$ cat config.mk
export PLATFORM = sky130hd
export DESIGN_NAME = pipe_chain
export DESIGN_NICKNAME = d
export VERILOG_FILES = /design/src/rtl/pipe_chain.sv
export SDC_FILE = /design/constraint.sdc
export NUM_CORES = 1
export LEC_CHECK = 0
export ABC_AREA = 0
export ABC_CLOCK_PERIOD_IN_PS = 1900
export BUFFER_PORTS_ARGS = -buffer_cell sky130_fd_sc_hd__buf_2
export CORE_AREA = 2 2 308 310
export DETAILED_ROUTE_END_ITERATION = 10
export DIE_AREA = 0 0 310 312
export GPL_TIMING_DRIVEN = 0
export HOLD_SLACK_MARGIN = 0.08
export SLEW_MARGIN = 5
export SYNTH_ARGS = -nofsm -noshare
export SYNTH_HDL_FRONTEND = slang
export SYNTH_SLANG_ARGS = --single-unit
$ cat constraint.sdc
create_clock -name clk -period 1.9 [get_ports clk]
set_clock_uncertainty 0.05 [all_clocks]
set_input_delay 0.095 -clock clk [delete_from_list [all_inputs] [get_ports clk]]
set_output_delay 0.095 -clock clk [all_outputs]
set_load 0.01 [all_outputs]
$ cat src/rtl/pipe_chain.sv
// Valid/ready register chain with per-stage stall and flush and optional perf counters.
// Define PIPE_PERF_CNT_EN to build the retire/stall/flush counters.
module pipe_chain #(
  parameter int STAGES = 5,
  parameter int WIDTH  = 96
) (
  input  logic                    clk,
  input  logic                    rst_n,
  input  logic                    in_valid,
  input  logic [WIDTH-1:0]        in_data,
  output logic                    in_ready,
  input  logic [STAGES-1:0]       stall_req,
  input  logic [STAGES-1:0]       flush_req,
  input  logic                    out_ready,
  output logic                    out_valid,
  output logic [WIDTH-1:0]        out_data,
  output logic [STAGES-1:0]       stage_valid,
  output logic [STAGES*WIDTH-1:0] stage_data,
  output logic [31:0]             retire_cnt,
  output logic [31:0]             stall_cnt,
  output logic [31:0]             flush_cnt
);

  logic [STAGES-1:0] valid_q;
  logic [STAGES-1:0] valid_d;
  logic [STAGES-1:0] hold;
  logic [STAGES-1:0] kill;
  logic [WIDTH-1:0]  data_q [STAGES];
  logic              hold_up;
  logic              kill_up;

  // Hold ripples from the output end; kills accumulate toward the input.
  always_comb begin
    hold    = '0;
    kill    = '0;
    hold_up = !out_ready;
    kill_up = 1'b0;
    for (int k = STAGES - 1; k >= 0; k--) begin
      hold[k] = valid_q[k] & (stall_req[k] | hold_up);
      hold_up = hold[k];
      kill_up = kill_up | flush_req[k];
      kill[k] = kill_up;
    end
  end

  always_comb begin
    valid_d    = '0;
    valid_d[0] = hold[0] ? (valid_q[0] & !kill[0])
                         : (in_valid & !kill[0]);
    for (int k = 1; k < STAGES; k++) begin
      valid_d[k] = hold[k] ? (valid_q[k] & !kill[k])
                           : (valid_q[k-1] & !kill[k-1]);
    end
  end

  always_ff @(posedge clk or negedge rst_n) begin
    if (!rst_n) begin
      valid_q <= '0;
      for (int k = 0; k < STAGES; k++) begin
        data_q[k] <= '0;
      end
    end else begin
      valid_q <= valid_d;
      if (!hold[0]) begin
        data_q[0] <= in_data;
      end
      for (int k = 1; k < STAGES; k++) begin
        if (!hold[k]) begin
          data_q[k] <= data_q[k-1];
        end
      end
    end
  end

  assign in_ready    = !hold[0];
  assign out_valid   = valid_q[STAGES-1];
  assign out_data    = data_q[STAGES-1];
  assign stage_valid = valid_q;

  for (genvar g = 0; g < STAGES; g++) begin : g_pack
    assign stage_data[g*WIDTH +: WIDTH] = data_q[g];
  end

`ifdef PIPE_PERF_CNT_EN
  logic [31:0] retire_q;
  logic [31:0] stall_q;
  logic [31:0] flush_q;

  always_ff @(posedge clk or negedge rst_n) begin
    if (!rst_n) begin
      retire_q <= '0;
      stall_q  <= '0;
      flush_q  <= '0;
    end else begin
      if (out_valid & out_ready) begin
        retire_q <= retire_q + 32'd1;
      end
      if (in_valid & !in_ready) begin
        stall_q <= stall_q + 32'd1;
      end
      if (|flush_req) begin
        flush_q <= flush_q + 32'd1;
      end
    end
  end

  assign retire_cnt = retire_q;
  assign stall_cnt  = stall_q;
  assign flush_cnt  = flush_q;
`else
  assign retire_cnt = '0;
  assign stall_cnt  = '0;
  assign flush_cnt  = '0;
`endif

endmodule

==> key figures <==
Status
  • Failing checks: hold timing, setup timing
  • Status: finished, violations left

Floorplanning
  • Die footprint: 0.0967 mm²
  • Core area: 0.0930 mm²
  • Num rows: 112
  • Die Span Y: 312 µm
  • Initial Util: 21.0%
  • IO Pins: 789
  • Die X-Extent: 310 µm

Worst setup path
  • WP data arrival: 1.90 ns
  • Worst Setup End Kind: output port
  • Critical path fanouts, max: 2
  • CP Launch Type: flip-flop
  • Worst reg2reg setup slack: -0.14 ns
  • Worst Path Required: 1.75 ns
  • Crit Path Category: reg -> out

Power and ir drop
  • P per Cell Area: 846 mW/mm²
  • Worst VDD drop: 0.000697 V
  • Switching share of power: 24.3%
  • Internal: 19000 µW
  • Tot Pwr: 25000 µW
  • Comb pwr share: 10.5%
  • LEAKAGE: 0.0142 µW
  • Clock power frac: 44.0%
  • Reg power frac: 45.5%
  • Switch Pwr: 6080 µW

STA
  • RSZ-0062 raised after global routing: true
  • Fin. Hold Viols: 14
  • Final setup margin: -0.148 ns
  • Worst slew margin: 59.1%
  • # setup viols final: 213
  • Fmax achieved: 0.488 GHz
  • Crit share post-route: 108%
  • Slew Limit Fails: 0
  • WHS: -0.0298 ns
  • Crit path time final: 2.05 ns
  • Slew at the pin with the worst max-slew slack: 0.613 ns

Global routing
  • Global-route usage over all layers: 13.1%
  • GR Overflow Total: 0
  • Initial antenna violation count: 3
  • Largest net degree at the start of global routing: 109
  • First-pass GRT wire length: 93300 µm
  • Vias in the first global route: 13500

Synth
  • Count of cell types in the netlist: 27
  • Post-Syn Area: 0.0195 mm²
  • Synth cell count leaders: dfrtp_1 (485), mux2_2 (444), buf_4 (199)
  • Asr flop ratio synth: 100%
  • Ys Warns: 0
  • Number of synthesized flops with an enable pin: 0
  • Cells after Synth: 1238
  • Dominant synthesized flop cell: dfrtp_1
  • Dominant cell type by area after synthesis: dfrtp_1
  • Seq cells post-synth: 485
  • Seq/Total Area, Yosys: 62.1%
  • Most numerous cell in the Yosys netlist: dfrtp_1
  • Top post-synthesis cells by area: dfrtp_1 (62%), mux2_2 (26%), buf_4 (7.6%)
  • Syn avg cell area: 15.8 µm²
  • Post-synth top area share: 62.1%

CTS
  • TritonCTS Buffers: 55
  • Reg clk slew, reported paths: 0.06 ns
  • CTS tree: yes
  • Max Root-Sink Buffers: 3
  • Hold buffer count at cts: 103
  • Worst skew pair latency: 0.62 ns
  • Clock Sinks: 485
  • Max H-tree Level: 2
  • Clock Root Buffer: clkbuf_16

Routing
  • Antenna-violating nets left: 0
  • Post-route DRC violation count: 0
  • DRT Wirelength: 67100 µm
  • First drt pass iteration count: 4
  • Vias per inst: 3.80
  • Routed wire length per instance: 19.0 µm
  • Vias: 13500
  • Iteration-0 DRC Markers: 515

Finish
  • Nets@finish: 2355
  • Final Non-Filler Cells: 3539
  • Layout cell share with drive strength beyond 1: 68.9%
  • Area grow syn2layout: 51.5%

Min path
  • Hold Path Class: in -> async

Place
  • Dpl cells: 3284
  • Setup WS pre-CTS: -1.31 ns
  • Post-DP HPWL: 48300 µm
  • Port bufs: 692
  • Routability Congestion: 0.800

Job
  • Total of max-cap violations: 0
==> cells by family after synthesis <==
group           share of synthesized area [%]
mux                                      27.7
buf+inv                                  9.24
simple gates                            0.371
flops                                    62.1
compound gates                          0.608
other cells                            0.0192
==> area by class of cell <==
| type | count | area (µm²) |
|---|---|---|
| diodes | 1 | 2.50 |
| plain buffers | 243 | 2220 |
| clock buffers | 82 | 1630 |
| clock inverters | 14 | 246 |
| fillers | 9357 | 63400 |
| inverters | 2 | 12.5 |
| multi-input cells | 601 | 6210 |
| flip-flops and latches | 485 | 12100 |
| well taps | 1254 | 1570 |
| repair buffers | 857 | 5560 |
==> worst max-delay path: stages, from the launching register on <==
cell and delay [ns]:
dfrtp_2 0.41, a21o_1 0.19, a31oi_4 0.19, o21ai_4 0.11, buf_8 0.14, buf_12 0.12
clkinv_4 0.03, buf_6 0.08
==> registers in the layout, summed over array words and instances, names as in the netlist <==
register and count:
out_data 96, stage_data 384, stage_valid 5
==> metal layers <==
layer  up-vias  global-route usage (%)  routed length, µm
met1      6839                    15.9              27100
met2       471                    22.9              34200
li1       6048                       -                  -
met5         -                       0                  0
met3        97                    2.69               3890
met4         0                    4.38               1840
==> stage by stage <==
| stage | utilization (%) | setup TNS [ns] | hold WS (ns) | area (µm²) |
|---|---|---|---|---|
| 6_report | 31.8 | -10.07 | -0.0298 | 29600 |
| 5_1_grt | 31.8 | -25.72 | -0.00630 | 29600 |
| 3_3_place_gp | 26.8 | -5031.70 | 0.240 | 24900 |
| 3_5_place_dp | 26.9 | -294.44 | 0.111 | 25100 |
| 2_1_floorplan | - | 0 | -0.251 | 19900 |
| 4_1_cts | 31.0 | -23.69 | 0.0272 | 28900 |
==> power groups by stage <==
stage / Clock, µW / Combinational (µW) / Sequential (µW)
5_1_grt: 11800 / 2840 / 11500
3_5_place_dp: 0 / 2420 / 11600
4_1_cts: 11400 / 2610 / 11400
6_report: 11000 / 2630 / 11400
2_1_floorplan: 0 / 929 / 11700
3_3_place_gp: 0 / 2370 / 11600
==> final timing paths <==
check                                     start               to  cells past startpoint
worst min register to register  stage_data[354]     out_data[66]                      1
min in group clk                   flush_req[2]   stage_valid[2]                      3
max in group asynchronous                 rst_n  stage_data[119]                      4
worst max register to register   stage_valid[3]  stage_data[279]                      7
worst min-delay path                      rst_n   stage_data[67]                      2
worst max-delay path             stage_valid[3]         in_ready                      7
==> placed cells by master (no fill, tap or decap), types with 3 or more instances in the layout <==
master / synthesis / layout
buf_16: 0 / 12
bufbuf_16: 0 / 3
bufinv_16: 0 / 6
dlygate4sd3_1: 0 / 103
conb_1: 1 / 96
mux2_2: 444 / 425
clkbuf_8: 0 / 13
buf_6: 7 / 13
clkbuf_16: 0 / 65
buf_4: 199 / 223
buf_8: 3 / 4
buf_12: 0 / 37
dfrtp_2: 0 / 4
dfrtp_1: 485 / 481
clkbuf_1: 0 / 13
buf_2: 36 / 696
clkinvlp_4: 0 / 3
mux2_4: 0 / 54
==> timing repair <==
action | in CTS | in global routing
gates cloned | 9 | 9
endpoints found under the setup margin | 486 | 479
gates resized for setup | 114 | 97
setup buffers | 18 | 21
pin swaps | 5 | 4
hold endpoints to repair | 355 | 88
No activity file was read; power rests on OpenSTA's default activity.
